### config.mk
export PLATFORM = sky130hd
export DESIGN_NAME = wb_stage
export DESIGN_NICKNAME = d
export VERILOG_FILES = /design/src/rtl/wb_stage.sv
export SDC_FILE = /design/constraint.sdc
export NUM_CORES = 1
export LEC_CHECK = 0
export CAP_MARGIN = 20
export CORE_ASPECT_RATIO = 1.4
export CORE_MARGIN = 10
export CORE_UTILIZATION = 50
export CTS_CLUSTER_SIZE = 16
export DETAILED_ROUTE_END_ITERATION = 8
export PLACE_DENSITY_LB_ADDON = 0.15
export RECOVER_POWER = 50
export SETUP_SLACK_MARGIN = 0.5
export SLEW_MARGIN = 5
export SYNTH_ARGS = -nofsm -noshare
export SYNTH_HDL_FRONTEND = slang
export SYNTH_SLANG_ARGS = --single-unit
### constraint.sdc
create_clock -name CLK -period 5.2 [get_ports CLK]
set_clock_uncertainty 0.05 [all_clocks]
set_input_delay 1.3 -clock CLK [delete_from_list [all_inputs] [get_ports CLK]]
set_output_delay 1.3 -clock CLK [all_outputs]
set_load 0.1 [all_outputs]
### src/rtl/wb_stage.sv
// rtl/wb_stage.sv - write-back stage: 2-entry buffer feeding the register file write port
module wb_stage #(
    parameter int DEPTH = 2,
    parameter int CNT_W = 8
) (
    input  logic             CLK,
    input  logic             RST_N,
    input  logic             flush,
    input  logic             wb_hold,
    input  logic             in_valid,
    output logic             in_ready,
    input  logic             in_wr_en,
    input  logic             in_full_addr,
    input  logic [2:0]       in_reg_src,
    input  logic [3:0]       in_reg_full,
    input  logic             in_special_op,
    input  logic [2:0]       in_special_func,
    input  logic             in_sel_mem,
    input  logic [7:0]       in_alu_result,
    input  logic [7:0]       in_mem_data,
    output logic             write_reg,
    output logic             full_addr,
    output logic [2:0]       write_reg_src,
    output logic [3:0]       write_reg_full,
    output logic             special_op,
    output logic [2:0]       special_func,
    output logic [7:0]       data_in,
    output logic             fwd_valid,
    output logic [7:0]       fwd_data,
    output logic [CNT_W-1:0] retire_count
);

    typedef struct packed {
        logic       wr_en;
        logic       full_addr;
        logic [2:0] reg_src;
        logic [3:0] reg_full;
        logic       special_op;
        logic [2:0] special_func;
        logic [7:0] data;
    } entry_t;

    entry_t           slot_q [2];
    entry_t           head;
    entry_t           in_entry;
    logic             rd_ptr;
    logic             wr_ptr;
    logic [1:0]       count;
    logic [CNT_W-1:0] retire_q;
    logic             not_empty;
    logic             push;
    logic             pop;
    logic             zero_dst;

    // Only the muxed result is kept; the select bit dies here.
    always_comb begin
        in_entry.wr_en        = in_wr_en;
        in_entry.full_addr    = in_full_addr;
        in_entry.reg_src      = in_reg_src;
        in_entry.reg_full     = in_reg_full;
        in_entry.special_op   = in_special_op;
        in_entry.special_func = in_special_func;
        in_entry.data         = in_sel_mem ? in_mem_data : in_alu_result;
    end

    assign head      = slot_q[rd_ptr];
    assign not_empty = (count != 2'd0);
    assign in_ready  = (count < 2'(DEPTH));
    assign push      = in_valid & in_ready & ~flush;
    assign pop       = not_empty & ~wb_hold & ~flush;
    assign zero_dst  = head.full_addr & (head.reg_full == 4'b0000);

    always_ff @(posedge CLK) begin
        if (!RST_N) begin
            rd_ptr   <= 1'b0;
            wr_ptr   <= 1'b0;
            count    <= 2'd0;
            retire_q <= '0;
        end else if (flush) begin
            rd_ptr <= 1'b0;
            wr_ptr <= 1'b0;
            count  <= 2'd0;
        end else begin
            if (push) begin
                wr_ptr <= ~wr_ptr;
            end
            if (pop) begin
                rd_ptr   <= ~rd_ptr;
                retire_q <= retire_q + 1'b1;
            end
            case ({push, pop})
                2'b10:   count <= count + 2'd1;
                2'b01:   count <= count - 2'd1;
                default: count <= count;
            endcase
        end
    end

    // Storage needs no reset: every output is gated by count.
    always_ff @(posedge CLK) begin
        if (RST_N && push) begin
            slot_q[wr_ptr] <= in_entry;
        end
    end

    always_comb begin
        write_reg      = 1'b0;
        full_addr      = 1'b0;
        write_reg_src  = 3'd0;
        write_reg_full = 4'd0;
        special_op     = 1'b0;
        special_func   = 3'd0;
        data_in        = 8'd0;
        fwd_valid      = 1'b0;
        fwd_data       = 8'd0;
        if (not_empty) begin
            write_reg      = head.wr_en & ~wb_hold & ~flush & ~zero_dst;
            full_addr      = head.full_addr;
            write_reg_src  = head.reg_src;
            write_reg_full = head.reg_full;
            special_op     = head.special_op;
            special_func   = head.special_func;
            data_in        = head.data;
            fwd_valid      = head.wr_en;
            fwd_data       = head.data;
        end
    end

    assign retire_count = retire_q;

endmodule

=== Word level (Yosys, flattened, before mapping) ===
Memories as Yosys holds them, arrays and structs flattened. A register that Yosys moved wholly into a read port is not among the register bits.
Index checks and enable logic that the tools add are counted.

* $add $sub $neg: 3
* $mul: 0
* Div/mod/pow operators: 0
* $lt $le $gt $ge: 1
* Equal/unequal tests: 2
* Shift-type cells: 0
* Mux-type cells: 14
* Bitwise operators: 14
* Reductions and logical operators: 6

{| class="wikitable"
|+ Operator list
! operator !! number
|-
| $mux 8 || 2
|-
| $add 8x1->8 const B || 1
|-
| $and 1x1->1 || 8
|-
| $mux 1 || 8
|-
| $mux 3 || 2
|-
| $not 1->1 || 6
|-
| $logic_not 4->1 || 1
|-
| $mux 4 || 1
|-
| $pmux 2 s2 || 1
|-
| $reduce_bool 2->1 || 2
|-
| $add 2x1->2 const B || 1
|-
| $eq 2x1->1 const B || 1
|-
| $eq 2x2->1 const B || 1
|-
| $lt 2x2->1 const B || 1
|-
| $reduce_and 2->1 || 1
|-
| $reduce_or 2->1 || 1
|-
| $sub 2x1->2 const B || 1
|-
| $logic_and 1x1->1 || 1
|}

* Register bits after elaboration: 12
* Latch bits: 0
* RAM bits: 42
* Memory bits (read-only): 0
* Input bits: 35
* Output and inout port bits: 39
* Logic and storage cells: 45
* Memories kept: 1

{| class="wikitable"
|+ Memories
! name !! words !! width !! read ports !! clocked after Yosys merged registers in !! wr ports !! line !! source
|-
| slot_q || 2 || 21 || 1 || 1 || 1 || 43 || <nowiki>entry_t slot_q [2];</nowiki>
|}

=== Logic depth before layout (Yosys ltp) ===
* Word-level depth: 6
* Gate-level depth with buffers: 8
* Gate-level depth less buffers: 6

=== Least setup slack after synthesis ===
No wires, ideal clock.

* Path kind: input port to output port
* From: input port flush
* To: output port write_reg
* Arrival: 6.455 ns
* Setup slack: -2.605 ns
* Stages: 4
* Buffers on the path: 2
* Cells stage by stage: or2_1 -> buf_6 -> buf_6 -> a2111oi_0

* Longest elaborated chain between the ends: 4

{| class="wikitable"
|+ Ends and longest elaborated chain
! item !! line !! source
|-
| start, declared || 8 || <nowiki>input logic flush,</nowiki>
|-
| $not 1->1 (no source line) || - ||
|-
| $and 1x1->1 (2 in series) || 117 || <nowiki>write_reg = head.wr_en & ~wb_hold & ~flush & ~zero_dst;</nowiki>
|-
| $mux 1 || 116 || <nowiki>if (not_empty) begin</nowiki>
|-
| end, declared || 21 || <nowiki>output logic write_reg,</nowiki>
|}

Every way passes these cells.

=== Worst setup path in the final report ===
Same ends and word-level chain as after synthesis.

==> flow_metrics.py <==
metrics = {
    "status": {
        "status": "complete, no violations",
    },
    "yosys": {
        "synthFlopType": "edfxtp_1",
        "synth_top_area_frac": 0.520,
        "postSynth.asyncResetShare": 0,
        "syn_area_per_cell_um2": 13.1,
        "yosysWarningCount": 0,
        "synth-seq-cells": 55,
        "synth_most_common_cell": "edfxtp_1",
        "synth_commonest_cells": "42 x edfxtp_1, 25 x mux2i_1, 25 x nor2_1",
        "ys_types": 31,
        "synth-edff-count": 42,
        "syn-num-nets": 222,
        "syn_area_um2": 2420,
        "synthTopCellsByArea": "edfxtp_1 52%, dfxtp_1 11%, mux2i_1 10%",
        "synthCells": 185,
        "yosysSeqAreaShare": 0.628,
        "synth_top_area_cell": "edfxtp_1",
    },
    "global_route": {
        "grt_max_degree": 23,
        "grt_pass1_vias": 1713,
        "grt_usage": 0.128,
        "grt_pass1_wl_um": 8140,
        "overflow": 0,
        "antenna_found_initial": 0,
    },
    "worst_setup_path": {
        "worstPathMaxFanout": 16,
        "cp_cell_sequence": "dlygate4sd3_1, or2_1, clkbuf_1, a2111oi_4, buf_4",
        "rr_worst_depth": 6,
        "cp-start-kind": "primary input",
        "cp-end-kind": "primary output",
        "worstSetupPathType": "in2out",
        "cp.arrival_ns": 3.07,
        "critPathMaxStageDelay_ns": 0.56,
        "critPathSlowestCell": "dlygate4sd3_1",
        "required_ns": 3.85,
    },
    "place": {
        "hpwlAfterDp_um": 3800,
        "placed_area_um2": 3090,
        "dp_slack_ns": 1.07,
        "numPortBuffers": 73,
        "place_congestion": 0.696,
    },
    "cells_and_area": {
        "nets": 288,
        "drive_above_1_share": 0.183,
        "syn_to_final_growth_pct": 30.5,
        "n_antenna_cell": 0,
        "stdcell_area_um2": 3160,
    },
    "route": {
        "antenna_left": 0,
        "vias": 1601,
        "wl_um": 5100,
        "viasPerCell": 5.10,
        "drc": 0,
        "first_pass_iters": 4,
        "wl_per_cell_um": 16.2,
        "drtIter0Drc": 53,
    },
    "clocking": {
        "root_buffer": "clkbuf_8",
        "numCtsBuffers": 5,
        "cts_tree": "done",
        "cts.path.max_buffers": 2,
        "htreeDepth": 2,
        "clock_latency_ns": 0.30,
        "ctsHoldBuffers": 0,
        "clk_pin_slew_worst_paths_ns": 0.09,
        "cts_sinks": 55,
        "post-cts-setup-buffers": 0,
        "cts_resized": 0,
    },
    "power": {
        "p_clk_frac": 0.279,
        "power_density_nw_per_um2": 265,
        "leakagePower_nw": 1.08,
        "power.net_switching_uw": 210,
        "comb_power_share": 0.144,
        "pwr-share-seq": 0.577,
        "total_power_uw": 838,
        "ir_drop_uv": 181,
        "netSwitchingFraction": 0.250,
        "p_int_uw": 628,
    },
    "timing": {
        "slew_headroom": 0.164,
        "finalHoldViolCount": 0,
        "max_freq_mhz": 226,
        "period_minus_slack_ns": 4.42,
        "finalCritPeriodShare": 0.850,
        "drv_slew": 0,
        "rsz0062_at_grt": "no",
        "worst_slack_ns": 0.778,
        "setup_violations": 0,
        "worst_pin_slew_ns": 1.25,
        "setup-tns-final_ns": 0,
        "holdWs_ns": 0.428,
    },
    "min_path": {
        "hold_class": "reg2reg",
        "hold_depth": 2,
    },
    "floorplanning": {
        "die_area_um2": 8070,
        "ioPinCount": 74,
        "row_count": 29,
        "start_util": 0.526,
        "die-width_um": 78.8,
        "core_area_um2": 4610,
        "die_y_um": 102,
    },
    "run": {
        "drv_cap": 0,
    },
}
-- stage by stage --
stage | std cells | utilization
3_5_place_dp | 306 | 0.671
4_1_cts | 314 | 0.690
3_3_place_gp | 306 | 0.671
5_1_grt | 314 | 0.686
2_1_floorplan | 185 | -
6_report | 314 | 0.686
-- critical path: cells and delay by family --
family                 cells  cell delay [ns]
buffers and inverters      3             1.19
AO/OA/AOI/OAI              1             0.35
AND/OR/NAND/NOR            1             0.23
-- placed cells by master (no fill, tap or decap) --
master            n
dlygate4sd3_1    16
a2111oi_4         1
a21oi_1           7
buf_4            32
o31ai_1           2
nor2_1           24
xor2_1            1
nand3_1           2
o21ai_0           4
nor3b_1           1
clkinv_2          1
or4_1             2
dfxtp_1          13
mux2i_1          25
mux2_2            4
or2_1             1
nand4_1           1
xnor2_1           2
nor2_2            1
nand2_1           6
edfxtp_1         42
clkbuf_8          6
nor4_1            3
clkdlybuf4s50_1  27
inv_1             4
nand2b_1          5
or3b_2            1
clkbuf_1          3
nor3_1            1
ha_1              2
nor4b_1           3
and3_1            1
mux2_1            5
or3_1             3
-- area by class of cell --
type | instances | area (um2)
Multi-Input combinational cell | 108 | 779
Inverter | 4 | 15.0
Timing Repair Buffer | 77 | 678
Sequential cell | 55 | 1520
Tap cell | 62 | 77.6
Clock inverter | 1 | 5.00
Fill cell | 354 | 1450
Clock buffer | 7 | 86.3
-- cell families after synthesis --
group           after synthesis  synth area share
xor+xnor                      3            0.0108
mux                          34             0.145
compound gates               14            0.0325
simple gates                 55             0.117
flops                        55             0.628
buf+inv                      22            0.0568
fa+ha+maj                     2            0.0103
-- power groups by stage --
stage	Clock (mW)	Sequential [mW]	Combinational, mW
2_1_floorplan	0	0.494	0.0827
4_1_cts	0.240	0.483	0.126
3_3_place_gp	0	0.493	0.124
6_report	0.234	0.483	0.120
5_1_grt	0.257	0.484	0.127
3_5_place_dp	0	0.494	0.126
-- per-layer routing --
metal / vias up / track usage / wire [um] / part of all wire
li1: 790 / - / - / -
met1: 753 / 0.126 / 2050 / 0.40
met2: 51 / 0.230 / 2560 / 0.50
met3: 7 / 0.0571 / 399 / 0.078
met4: 0 / 0.0498 / 97 / 0.019
met5: - / 0 / 0 / 0
-- sequential cells by signal, summed over array words and instances, names as in the netlist, named ones only --
| signal | count |
|---|---|
| count | 2 |
| slot_q | 42 |
| rd_ptr | 1 |
| wr_ptr | 1 |
| retire_count | 8 |
-- worst paths after layout --
| path | startpoint | to | slack [ns] |
|---|---|---|---|
| setup / recovery | flush | write_reg | 0.78 |
| hold / removal | retire_count[7]$_SDFFE_PN0P_ | retire_count[7]$_SDFFE_PN0P_ | 0.43 |
| setup reg to reg | count[1]$_SDFFE_PP0P_ | count[1]$_SDFFE_PP0P_ | 2.84 |
| hold reg to reg | retire_count[7]$_SDFFE_PN0P_ | retire_count[7]$_SDFFE_PN0P_ | 0.43 |
(Power assumes the default switching activity.)
